<file path="config.mk">
export PLATFORM = sky130hd
export DESIGN_NAME = bit_serializer
export DESIGN_NICKNAME = d
export VERILOG_FILES = /design/src/rtl/sqdet_pkg.sv /design/src/rtl/ser_shift_reg.sv /design/src/rtl/bit_serializer.sv
export SDC_FILE = /design/constraint.sdc
export NUM_CORES = 1
export LEC_CHECK = 0
export ABC_AREA = 1
export BUFFER_PORTS_ARGS = -buffer_cell sky130_fd_sc_hd__buf_2
export CORE_MARGIN = 4
export CORE_UTILIZATION = 53
export CTS_CLUSTER_SIZE = 12
export DETAILED_ROUTE_END_ITERATION = 16
export PLACE_DENSITY = 0.76
export SYNTH_ARGS = -nofsm -noshare
export SYNTH_HDL_FRONTEND = slang
export SYNTH_SLANG_ARGS = --single-unit
</file>
<file path="constraint.sdc">
create_clock -name clk -period 1.6 [get_ports clk]
set_input_delay 0.24 -clock clk [delete_from_list [all_inputs] [get_ports clk]]
set_output_delay 0.24 -clock clk [all_outputs]
set_load 0.05 [all_outputs]
</file>
<file path="src/rtl/sqdet_pkg.sv">
// Shared types and defaults for the sequence-detector front end.
// Holds the serializer FSM encoding and its default geometry.
package sqdet_pkg;

    localparam int SER_DEFAULT_WIDTH = 8;
    localparam int SER_DEFAULT_CNT_W = 16;

    typedef enum logic {
        IDLE  = 1'b0,
        SHIFT = 1'b1
    } ser_state_t;

endpackage

</file>
<file path="src/rtl/ser_shift_reg.sv">
// Load/shift register: MSB-first output, zero fill on shift.
// Captures the even parity of the loaded word when SER_PARITY_EN is defined.
module ser_shift_reg
    import sqdet_pkg::*;
#(
    parameter int WIDTH = SER_DEFAULT_WIDTH
) (
    input  logic             clk,
    input  logic             rst,
    input  logic             i_load,
    input  logic             i_shift,
    input  logic [WIDTH-1:0] i_data,
`ifdef SER_PARITY_EN
    output logic             o_par,
`endif
    output logic             o_msb
);

    logic [WIDTH-1:0] r_shreg;

    // Load a new word, or shift it out MSB first with 0 fill.
    always_ff @(posedge clk) begin
        if (rst) begin
            r_shreg <= '0;
        end else if (i_load) begin
            r_shreg <= i_data;
        end else if (i_shift) begin
            r_shreg <= {r_shreg[WIDTH-2:0], 1'b0};
        end
    end

    assign o_msb = r_shreg[WIDTH-1];

`ifdef SER_PARITY_EN
    logic r_par;

    // Parity is taken from the word as accepted, not from the shifting copy.
    always_ff @(posedge clk) begin
        if (rst) begin
            r_par <= 1'b0;
        end else if (i_load) begin
            r_par <= ^i_data;
        end
    end

    assign o_par = r_par;
`endif

endmodule

</file>
<file path="src/rtl/bit_serializer.sv">
// Parallel-to-serial front end feeding the sequence detector's din.
// Define SER_PARITY_EN to append an even-parity bit to every frame.
module bit_serializer
    import sqdet_pkg::*;
#(
    parameter int WIDTH = SER_DEFAULT_WIDTH,
    parameter int CNT_W = SER_DEFAULT_CNT_W
) (
    input  logic             clk,
    input  logic             rst,
    input  logic [WIDTH-1:0] pdata,
    input  logic             pvalid,
    output logic             pready,
    output logic             sout,
    output logic             svalid,
    output logic             busy,
    output logic [CNT_W-1:0] words_sent
);

`ifdef SER_PARITY_EN
    localparam int FLEN = WIDTH + 1;
`else
    localparam int FLEN = WIDTH;
`endif
    localparam int BCW = $clog2(FLEN + 1);
    localparam logic [BCW-1:0] LAST = BCW'(FLEN - 1);

    ser_state_t       r_state;
    ser_state_t       w_state_nx;
    logic [BCW-1:0]   r_bitcnt;
    logic [CNT_W-1:0] r_words;
    logic             w_last;
    logic             w_accept;
    logic             w_shift;
    logic             w_msb;
    logic             w_bit;

    assign w_last   = (r_state == SHIFT) && (r_bitcnt == LAST);
    assign w_accept = pvalid && pready;
    assign w_shift  = (r_state == SHIFT) && !w_accept;

`ifdef SER_PARITY_EN
    logic w_par;

    ser_shift_reg #(.WIDTH(WIDTH)) u_shreg (
        .clk     (clk),
        .rst     (rst),
        .i_load  (w_accept),
        .i_shift (w_shift),
        .i_data  (pdata),
        .o_par   (w_par),
        .o_msb   (w_msb)
    );

    assign w_bit = (r_bitcnt == BCW'(WIDTH)) ? w_par : w_msb;
`else
    ser_shift_reg #(.WIDTH(WIDTH)) u_shreg (
        .clk     (clk),
        .rst     (rst),
        .i_load  (w_accept),
        .i_shift (w_shift),
        .i_data  (pdata),
        .o_msb   (w_msb)
    );

    assign w_bit = w_msb;
`endif

    // State register.
    always_ff @(posedge clk) begin
        if (rst) begin
            r_state <= IDLE;
        end else begin
            r_state <= w_state_nx;
        end
    end

    // Next state: accept always starts a frame; out-of-range counts fall to IDLE.
    always_comb begin
        w_state_nx = r_state;
        case (r_state)
            IDLE: begin
                if (w_accept) begin
                    w_state_nx = SHIFT;
                end
            end
            SHIFT: begin
                if (w_accept) begin
                    w_state_nx = SHIFT;
                end else if (r_bitcnt >= LAST) begin
                    w_state_nx = IDLE;
                end
            end
            default: w_state_nx = IDLE;
        endcase
    end

    // Outputs: pready depends only on state and bit count.
    always_comb begin
        pready = (r_state == IDLE) || w_last;
        svalid = (r_state == SHIFT);
        busy   = (r_state == SHIFT);
        sout   = (r_state == SHIFT) ? w_bit : 1'b0;
    end

    // Bit position within the current frame; restarts on every accept.
    always_ff @(posedge clk) begin
        if (rst) begin
            r_bitcnt <= '0;
        end else if (w_accept) begin
            r_bitcnt <= '0;
        end else if ((r_state == SHIFT) && (r_bitcnt < LAST)) begin
            r_bitcnt <= r_bitcnt + 1'b1;
        end else begin
            r_bitcnt <= '0;
        end
    end

    // Completed-frame counter, wrapping naturally at its width.
    always_ff @(posedge clk) begin
        if (rst) begin
            r_words <= '0;
        end else if (w_last) begin
            r_words <= r_words + 1'b1;
        end
    end

    assign words_sent = r_words;

endmodule

</file>
==> results.md, run 1 <==
* Status: completed
* Worst vdd ir at 696 uV
* Clk Latency, worst-skew pair at ~340 ps
* Layout Skew at approximately 13 ps
* Setup TNS at 0 ps
* Hold WS at 174 ps
* Sequential power share at 47.6%
* CTS tree: yes
* Detailed Route Iter0 Violations at 47
* Tmin final at 1510 ps
* Row cnt at 18
* GRT Util Overall at 19.2%
* Final worst slack at about 88 ps
* I/O pin cnt at 31
* Worst-Margin Slew at 401 ps
* Slew Limit Fails at 0
* Sw power at 0.418 mW
* Grt ovf at 0
* Final #Nets at roughly 260
* Most frequent cells in the layout: nor2_1, nand2_1, inv_1
* Clk slew on worst S/H paths at 90 ps
* Initial antenna violation count at 0
* Post-synthesis cell count at 213
* Antenna viol nets, final at 0
* Layout cells sized above 1 at 22.5%
* Ys Warns at 0
* Unrepaired setup endpoints after global routing: no
* Switching share of power at 25.9%
* Startpoint Class: flip-flop
* CTS Hold Bufs at 0
* Final Setup Violations at 0
* First-pass GRT wire length at 5.17 mm
* Clock Tree Buf Depth at 2
* Most common cell after layout, fill and taps aside: nor2_1
* Synthesized flop and latch total at 29
* Post-Place Cell Area at 1600 sq um
* Pwr dens at 924 nW/um^2
* Largest net degree at the start of global routing at 19
* Routed length per instance at between 10 and 15 microns
* Leak pwr at 0.874 nW
* Core Area at 2520 sq um
* RD Place Congestion at between 0.8 and 0.9
* Maxcap violations at 0
* Comb power frac at roughly an eighth
* Post-route DRC at 0
* CTS buffer count at 5
* Dpl ws at 79.1 ps
* Clk root buf: clkbuf_4
* Type of element capturing the critical path: output pin
* Crit path arrival time at 1270 ps
* Relative max-transition margin at roughly three quarters
* Mean area per synthesized cell at 6.71 sq um
* Net Count, Synth at 226
* Via Count at 1368
* Synthesis-to-finish area growth at 21.8%
* Final Hold Viols at 0
* Min-Delay Path Class: in -> reg
* Met2 routed WL at 1.28 mm
* CTS sink cnt at 29
* Vias in the first global route at 1147
* Cell area after synthesis at 1430 sq um
* Clock share of power at 39.9%
* Die Ht at between 50 and 60 microns
* Initial Util at 56.7%
* N_diodes at 0
* Max Freq at 662 MHz
* Slowest CP cell: dfxtp_2
* Final instance area at approximately 1700 sq um
* Top Metal Used: met4
* Internal power at 1.19 mW
* Final Cycle Share at a little over nine tenths
* CP max stage delay at 370 ps
* Die Area at 3590 sq um
* Met3 wire length at roughly 210 microns
* H-tree Lvls at 2
* Post-DP HPWL at 2.16 mm
* Worst endpoint required time at ~1400 ps
* Setup CP Type: reg -> out
* CP max FO at 3
* WL final at 3.09 mm
* First-pass detailed-route iteration total at 4
* I/O Buffers at 30
* Metal-1 WL at 1.56 mm
* Distinct cell type count after synthesis at 22
* Sequential area share after synthesis at 40.6%
* Fill cell count at 222
* Crit-path cells: ha_4 -> nand2_4 -> o21ai_4 -> buf_6
* Die Wd at 59.9 microns
* Vias/cell at 4.90
## cells in the mapped netlist (all sizes together)
cell type | number | share of area (%)
clkbuf | 2 | 0.53
nand3 | 27 | 9.4
o21ai | 8 | 3.1
a21oi | 7 | 2.4
and2 | 1 | 0.44
nor2 | 48 | 14
xor2 | 4 | 2.4
nor3 | 3 | 1.4
nand2 | 44 | 12
buf | 3 | 1.8
dfxtp | 29 | 41
nor3b | 1 | 0.53
ha | 2 | 1.7
inv | 31 | 8.1
nand4 | 3 | 1.3
## critical path, delay by kind of cell, from the launching register on
| kind | cells | cell delay, ps |
|---|---|---|
| and+or+nand+nor | 1 | 70 |
| adders and majority gates | 1 | 150 |
| buffers and inverters | 1 | 180 |
| AOI/OAI and AO/OA | 1 | 170 |
| DFF | 1 | 370 |
## power by group through the flow
stage	sequential, mW	clock [mW]	combinational (mW)
after floorplan	0.789	0	0.140
after global placement	0.781	0	0.182
after detailed placement	0.782	0	0.184
after CTS	0.765	0.652	0.199
after global routing	0.771	0.680	0.223
final	0.767	0.643	0.201
## per-layer routing
layer | global-route usage (%) | vias to the layer above
li1 | - | 733
met1 | 28.1 | 593
met2 | 26.4 | 36
met3 | 5.83 | 6
met4 | 6.65 | 0
met5 | 0 | -
## path summary, 6_finish.rpt
kind | from | end | slack [ps] | cells past startpoint
setup / recovery | r_bitcnt[0]$_SDFF_PP0_ | pready | 90 | 4
hold / removal | pdata[0] | u_shreg.r_shreg[0]$_SDFFE_PP0P_ | 170 | 3
setup reg to reg | r_bitcnt[0]$_SDFF_PP0_ | u_shreg.r_shreg[1]$_SDFFE_PP0P_ | 130 | 10
hold reg to reg | r_bitcnt[0]$_SDFF_PP0_ | r_bitcnt[0]$_SDFF_PP0_ | 450 | 1
## state kept, by name, summed over array words and instances, names as in the netlist
name	cells
words_sent	16
busy	1
u_shreg.r_shreg	8
r_bitcnt	4
## kinds of logic after synthesis
family / count (synthesis) / synth area share, %
XOR/XNOR: 4 / 2.45
adder cells (fa/ha/maj): 2 / 1.75
flip-flops: 29 / 40.6
AND/OR/NAND/NOR: 127 / 39.2
AO/OA/AOI/OAI: 15 / 5.51
buffers and inverters: 36 / 10.5
## timing repair
action | CTS | global route
endpoints found under the setup margin | 1 | 14
setup buffers | 2 | 0
pin swaps | 1 | 1
gates resized for setup | 3 | 8
## per-stage QoR
stage	utilization, %	total power, mW	cells
3_3_place_gp	63.5	0.964	269
3_5_place_dp	63.5	0.966	269
6_report	69.0	1.61	279
2_1_floorplan	-	0.929	213
4_1_cts	67.9	1.62	279
5_1_grt	69.0	1.67	279
## layout make-up
class	count	area [sq um]	share of cell area (%)
clock buffers	7	55.1	3.16
clock inverters	1	30.0	1.72
inverters	31	116	6.68
multi-input cells	148	737	42.3
flip-flops and latches	29	587	33.7
well taps	30	37.5	2.16
repair buffers	33	179	10.3
Note: power is estimated with default switching activity, not from simulation.
==> inputs of run 2 (changes only) <==
Settings changed: ABC_AREA 1 to 0, CORE_UTILIZATION 53 to 51, PLACE_DENSITY 0.76 to 0.75.
==> results.md, run 2 <==
* Met1 global-route usage at 20.9% (was 28.1%)
* Die Wd at 57.7 microns (was 59.9 microns)
* I/O pin cnt at 31 (unchanged)
* Crit-path cells: ha_4 -> nand4b_4 -> or3_4 -> or4_1 -> a21oi_1 (was ha_4 -> nand2_4 -> o21ai_4 -> buf_6)
* Max FFs per register at 16 (unchanged)
* I/O Buffers at 30 (unchanged)
* Initial Util at 55.4% (was 56.7%)
* Post-DP HPWL at 2.13 mm (was 2.16 mm)
* Net Count, Synth at 155 (was 226)
* Clk slew on worst S/H paths at 100 ps (was 90 ps)
* Commonest cells in the netlist: dfxtp_1, nor2_1, xnor2_1 (was nor2_1, nand2_1, inv_1)
* Max Freq at 592 MHz (was 662 MHz)
* Final worst slack at -90.3 ps (was 88.4 ps)
* Adder-cell share of the synthesized area at 1.98% (was 1.75%)
* Antenna viol nets, final at 0 (unchanged)
* Total power draw at 1.35 mW (was 1.61 mW)
* Top-count cell post-synth: dfxtp_1 (was nor2_1)
* Comb power frac at 12.2% (was 12.5%)
* Synthesis-to-finish area growth at 36.6% (was 21.8%)
* Final Cycle Share at 106% (was 94.5%)
* Leak pwr at 0.779 nW (was 0.874 nW)
* Internal power at 0.969 mW (was 1.19 mW)
* Relative max-transition margin at 82.7% (was 73.2%)
* Unrepaired setup endpoints after global routing: yes (was no)
* First-pass GRT wire length at 4.92 mm (was 5.17 mm)
* Top cell family by delay on the critical path: simple AND/OR/NAND/NOR gates (was flip-flops)
* Buf/Inv on CP at 0 (was 1)
* CTS tree: yes (unchanged)
* Slew Limit Fails at 0 (unchanged)
* Mean area per synthesized cell at 8.88 sq um (was 6.71 sq um)
* Synth top area share at 46.0% (was 40.6%)
* Post-synthesis cell count at 142 (was 213)
* N_diodes at 0 (unchanged)
* Post-synth EDFFs at 0 (unchanged)
* Cell area after synthesis at 1260 sq um (was 1430 sq um)
* Grt peak-use layer: met2 (was met1)
* Detailed Route Iter0 Violations at 35 (was 47)
* Grt met2 use at 33.5% (was 26.4%)
* Sequential power share at 56.1% (was 47.6%)
* Crit path arrival time at 1970 ps (was 1270 ps)
* Status: finished, violations left (was completed)
* Post-synth top flop: dfxtp_1 (unchanged)
* Via Count at 1180 (was 1368)
* Post-route DRC at 0 (unchanged)
* Synth Area in Simple Gates at 24.3% (was 39.2%)
* Dominant cell type by area after synthesis: dfxtp_1 (unchanged)
* Synthesized flop and latch total at 29 (unchanged)
* Layout Skew at 10.5 ps (was 13.1 ps)
* Switching share of power at 28.1% (was 25.9%)
* First-pass detailed-route iteration total at 4 (unchanged)
* Type of element capturing the critical path: flip-flop (was output pin)
* CTS Hold Bufs at 0 (unchanged)
* Routed length per instance at 14.2 microns (was 11.1 microns)
* Layout cells sized above 1 at 42.6% (was 22.5%)
* Clock share of power at 31.7% (was 39.9%)
* H-tree Lvls at 2 (unchanged)
* Maxcap violations at 0 (unchanged)
* Largest net degree at the start of global routing at 18 (was 19)
* Violated checks: setup timing
* Die Ht at 57.7 microns (was 59.9 microns)
* Pwr dens at 783 nW/um^2 (was 924 nW/um^2)
* Final Hold Viols at 0 (unchanged)
* WL final at 3.06 mm (was 3.09 mm)
* Startpoint Class: flip-flop (unchanged)
* Final Setup Violations at 2 (was 0)
* Setup CP Type: reg -> reg (was reg -> out)
* Clk root buf: clkbuf_4 (unchanged)
* Die Area at 3330 sq um (was 3590 sq um)
* Setup TNS at -179 ps (was 0 ps)
* CTS sink cnt at 29 (unchanged)
* Complex-gate fraction of the synthesized area at 10.4% (was 5.51%)
* GRT Util Overall at 19.2% (about the same)
* Worst-Margin Slew at 261 ps (was 401 ps)
* Routing usage on met3 at 7.57% (was 5.83%)
* Most common cell after layout, fill and taps aside: buf_2 (was nor2_1)
* Tmin final at 1690 ps (was 1510 ps)
* CP max FO at 4 (was 3)
* Clock Tree Buf Depth at 2 (unchanged)
* Most frequent cells in the layout: buf_2, nor2_1, buf_4, dfxtp_1, xnor2_1 (was nor2_1, nand2_1, inv_1)
* Slowest CP cell: or4_1 (was dfxtp_2)
* Clk Latency, worst-skew pair at 340 ps (about the same)
* Dpl ws at -63.5 ps (was 79.1 ps)
* Share of flip-flops with an asynchronous set or reset at 0% (unchanged)
* Grt ovf at 0 (unchanged)
* Initial antenna violation count at 0 (unchanged)
* Core Area at 2280 sq um (was 2520 sq um)
* Mux share of post-synthesis cell area at 6.35% (was 0%)
* Min-Delay Path Class: in -> reg (unchanged)
* Sw power at 0.379 mW (was 0.418 mW)
* Final #Nets at 200 (was 261)
* XOR/XNOR share of the synthesized area at 6.94% (was 2.45%)
* Row cnt at 17 (was 18)
* Worst endpoint required time at 1880 ps (was 1360 ps)
* Distinct cell type count after synthesis at 33 (was 22)
* Sequential area share after synthesis at 46.0% (was 40.6%)
* Largest family of logic cells by synthesized area: simple AND/OR/NAND/NOR gates (unchanged)
* Worst vdd ir at 913 uV (was 696 uV)
* Vias in the first global route at 1152 (was 1147)
* CTS buffer count at 5 (unchanged)
* Synth top area cells: dfxtp_1, nor2_1, mux2i_1 (was dfxtp_1, nor2_1, nand2_1)
* Ys Warns at 0 (unchanged)
* CP max stage delay at 480 ps (was 370 ps)
* RD Place Congestion at 0.779 (was 0.807)
* Vias/cell at 5.46 (was 4.90)
==> run 2: changes by cell type in the layout (fill, tap and decap cells not counted), sizes merged, moves of 6 or more <==
cell,change
nand2,-36
inv,-27
nand3,-23
nor2,-23
buf,+13
xnor2,+9
mux2i,+8
a211oi,+7
or3,+6
==> run 2: layout make-up <==
cell class | instances | area (sq um)
timing repair buffer | 46 | 280
inverter | 4 | 15.0
clock inverter | 2 | 10.0
tap | 28 | 35.0
sequential | 29 | 618
clock buffer | 6 | 41.3
fill | 163 | 553
multi-input combinational | 101 | 723
==> run 2: timing repair <==
item                                    in CTS  in global routing
buffers inserted                             0                  5
resized for setup                            2                 13
pin swaps                                    0                 12
endpoints found under the setup margin       2                 12
hold endpoints to repair                     0                  0
==> run 2: per-layer routing <==
| layer | wire length, microns | up-vias |
|---|---|---|
| met5 | 0 | - |
| met4 | 102 | 0 |
| met3 | 157 | 10 |
| met2 | 1550 | 39 |
| met1 | 1250 | 545 |
| li1 | - | 586 |
==> run 2: tightest hold or removal path, delay by kind of cell <==
kind | cells | cell delay [ps]
buffers and inverters | 1 | 80
and+or+nand+nor | 1 | 80
AOI/OAI and AO/OA | 1 | 60
==> run 2: final timing paths <==
path                            cells after the start  slack, ps                         endpoint                             from
worst min-delay path                                3        160  u_shreg.r_shreg[0]$_SDFFE_PP0P_                         pdata[0]
worst max register to register                      5        -90      words_sent[15]$_SDFFE_PP0P_           r_bitcnt[1]$_SDFF_PP0_
worst min register to register                      2        500  u_shreg.r_shreg[1]$_SDFFE_PP0P_  u_shreg.r_shreg[1]$_SDFFE_PP0P_
worst max-delay path                                5        -90      words_sent[15]$_SDFFE_PP0P_           r_bitcnt[1]$_SDFF_PP0_
==> run 2: power by group through the flow <==
| stage | Clock [mW] | Combinational (mW) | Sequential, mW |
|---|---|---|---|
| after floorplan | 0 | 0.107 | 0.779 |
| after global placement | 0 | 0.148 | 0.771 |
| after detailed placement | 0 | 0.155 | 0.773 |
| after CTS | 0.438 | 0.160 | 0.757 |
| after global routing | 0.480 | 0.180 | 0.760 |
| final | 0.427 | 0.164 | 0.757 |
==> run 2: kinds of logic after synthesis <==
group,Yosys count
AOI/OAI and AO/OA,21
buffers and inverters,12
adders and majority gates,2
and+or+nand+nor,60
DFF,29
muxes,8
xor gates and xnor gates,10
==> run 2: stage by stage <==
step | utilization, % | hold slack (ps) | cells | cell area (sq um)
finish | 75.7 | 158 | 216 | 1720
global route | 75.7 | 156 | 216 | 1720
CTS | 71.0 | 163 | 211 | 1620
detailed placement | 68.4 | 486 | 203 | 1560
global placement | 68.4 | 465 | 203 | 1560
floorplan | - | 369 | 142 | 1330
==> inputs of run 3 (changes only) <==
Settings changed: CELL_PAD_IN_SITES_DETAIL_PLACEMENT from default to 1, CELL_PAD_IN_SITES_GLOBAL_PLACEMENT from default to 1, CORE_UTILIZATION 51 to 38.
==> results.md, run 3 (synthesis gave the netlist of run 2 again) <==
* Status: finished, violations left (unchanged)
* Violated checks: setup timing (unchanged)
* Pwr dens at 800 nW/um^2 (was 783 nW/um^2)
* Detailed Route Iter0 Violations at 51 (was 35)
* Synthesis-to-finish area growth at 33.8% (was 36.6%)
* Buf/Inv on CP at 0 (unchanged)
* Final instance area at 1690 sq um (was 1720 sq um)
* Tmin final at 1710 ps (was 1690 ps)
* Final Hold Viols at 0 (unchanged)
* Setup TNS at -130 ps (was -179 ps)
* Routed length per instance at 14.3 microns (was 14.2 microns)
* Post-route DRC at 0 (unchanged)
* Grt ovf at 0 (unchanged)
* Die Wd at 65.6 microns (was 57.7 microns)
* First-pass detailed-route iteration total at 4 (unchanged)
* Crit path arrival time at 1980 ps (was 1970 ps)
* CTS buffer count at 5 (unchanged)
* Clk root buf: clkbuf_4 (unchanged)
* Comb power frac at 13.1% (was 12.2%)
* CTS sink cnt at 29 (unchanged)
* Vias/cell at 5.10 (was 5.46)
* RD Place Congestion at 0.777 (was 0.779)
* Final worst slack at -112 ps (was -90.3 ps)
* Clk Latency, worst-skew pair at 320 ps (was 340 ps)
* Max FFs per register at 16 (unchanged)
* Worst hold stages at 3 (unchanged)
* Internal power at 0.973 mW (was 0.969 mW)
* Worst endpoint required time at 1860 ps (was 1880 ps)
* Final Cycle Share at 107% (was 106%)
* CP max stage delay at 500 ps (was 480 ps)
* Relative max-transition margin at 77.8% (was 82.7%)
* I/O pin cnt at 31 (unchanged)
* CTS Hold Bufs at 0 (unchanged)
* Type of element capturing the critical path: flip-flop (unchanged)
* Total power draw at 1.35 mW (about the same)
* WL final at 3.27 mm (was 3.06 mm)
* CP max FO at 5 (was 4)
* Layout cells sized above 1 at 41.3% (was 42.6%)
* Final #Nets at 196 (was 200)
* Post-DP HPWL at 2.43 mm (was 2.13 mm)
* Maxcap violations at 0 (unchanged)
* Clk slew on worst S/H paths at 100 ps (about the same)
* Post-Place Cell Area at 1580 sq um (was 1560 sq um)
* I/O Buffers at 30 (unchanged)
* Row cnt at 20 (was 17)
* Initial antenna violation count at 0 (unchanged)
* GRT Util Overall at 16.9% (was 19.2%)
* N_diodes at 0 (unchanged)
* Die Ht at 65.6 microns (was 57.7 microns)
* Unrepaired setup endpoints after global routing: yes (unchanged)
* Sw power at 0.377 mW (was 0.379 mW)
* Die Area at 4300 sq um (was 3330 sq um)
* Final Setup Violations at 2 (unchanged)
* Min-Delay Path Class: in -> reg (unchanged)
* R2R depth at 5 (unchanged)
* First-pass GRT wire length at 5.55 mm (was 4.92 mm)
* Initial Util at 40.6% (was 55.4%)
* Crit-path cells: ha_4 -> nand4b_4 -> or3_4 -> or4_1 -> a21oi_1 (unchanged)
* Top cell family by delay on the critical path: simple AND/OR/NAND/NOR gates (unchanged)
* Leak pwr at 0.713 nW (was 0.779 nW)
* Clock Tree Buf Depth at 2 (unchanged)
* Antenna viol nets, final at 0 (unchanged)
* H-tree Lvls at 2 (unchanged)
* Worst-Margin Slew at 328 ps (was 261 ps)
* Slowest CP cell: or4_1 (unchanged)
* WP depth at 5 (unchanged)
* Most common cell after layout, fill and taps aside: buf_2 (unchanged)
* Fill cell count at 394 (was 163)
* Layout Skew at 9.25 ps (was 10.5 ps)
* Worst vdd ir at 422 uV (was 913 uV)
* CTS tree: yes (unchanged)
* Via Count at 1162 (was 1180)
* Sequential power share at 55.8% (was 56.1%)
* Clock share of power at 31.2% (was 31.7%)
* Vias in the first global route at 1235 (was 1152)
* Largest net degree at the start of global routing at 17 (was 18)
* Setup CP Type: reg -> reg (unchanged)
* Switching share of power at 27.9% (was 28.1%)
* Slew Limit Fails at 0 (unchanged)
* Core Area at 3100 sq um (was 2280 sq um)
* Startpoint Class: flip-flop (unchanged)
* Max Freq at 584 MHz (was 592 MHz)
* Most frequent cells in the layout: buf_2, nor2_1, dfxtp_1 (was buf_2, nor2_1, buf_4, dfxtp_1, xnor2_1)
[run 3: cell types whose count changed in the layout (fill, tap and decap cells not counted), sizes merged]
cell	before	now
buf	46	42
[run 3: worst paths after layout]
| path | startpoint | to | slack [ps] |
|---|---|---|---|
| setup reg to reg | r_bitcnt[1]$_SDFF_PP0_ | words_sent[15]$_SDFFE_PP0P_ | -110 |
| hold reg to reg | u_shreg.r_shreg[3]$_SDFFE_PP0P_ | u_shreg.r_shreg[3]$_SDFFE_PP0P_ | 510 |
| setup / recovery | r_bitcnt[1]$_SDFF_PP0_ | words_sent[15]$_SDFFE_PP0P_ | -110 |
| hold / removal | pdata[0] | u_shreg.r_shreg[0]$_SDFFE_PP0P_ | 180 |
[run 3: cell type report]
cell class / count / area, sq um / share of cell area (%)
sequential: 29 / 618 / 36.6
multi-input combinational: 101 / 698 / 41.4
inverter: 4 / 15.0 / 0.890
clock inverter: 2 / 10.0 / 0.593
clock buffer: 6 / 41.3 / 2.45
tap: 44 / 55.1 / 3.26
timing repair buffer: 42 / 250 / 14.8
[run 3: repair_timing]
| item | CTS | global route |
|---|---|---|
| pin swaps | 2 | 7 |
| setup buffers | 0 | 1 |
| setup endpoints to repair | 9 | 14 |
| resized for setup | 4 | 8 |
[run 3: metrics by stage]
stage / utilization (%) / setup WS [ps] / std cells / hold WS [ps]
final: 54.4 / -112 / 228 / 179
after global routing: 54.4 / -179 / 228 / 192
after CTS: 52.8 / -79.6 / 227 / 171
after detailed placement: 50.8 / -55.1 / 219 / 479
after global placement: 50.8 / -21.4 / 219 / 469
after floorplan: - / -72.1 / 142 / 369
[run 3: power groups by stage]
stage,registers (mW),logic [mW],clock network (mW)
global placement,0.768,0.157,0
detailed placement,0.769,0.165,0
CTS,0.752,0.172,0.444
finish,0.752,0.177,0.421
floorplan,0.779,0.107,0
global route,0.756,0.194,0.489
[run 3: worst reg2reg max path, stage by stage, from the launching register on]
cell,delay (ps)
dfxtp_2,360
ha_4,150
nand4b_4,100
or3_4,410
or4_1,500
a21oi_1,130
[run 3: metal layers]
metal / share of wire, % / GRT usage, % / vias up / wire (microns)
li1: - / - / 577 / -
met1: 40 / 18.2 / 560 / 1320
met2: 54 / 30.8 / 20 / 1770
met3: 4.1 / 5.64 / 5 / 135
met4: 1.3 / 5.44 / 0 / 44
met5: 0 / 0 / - / 0
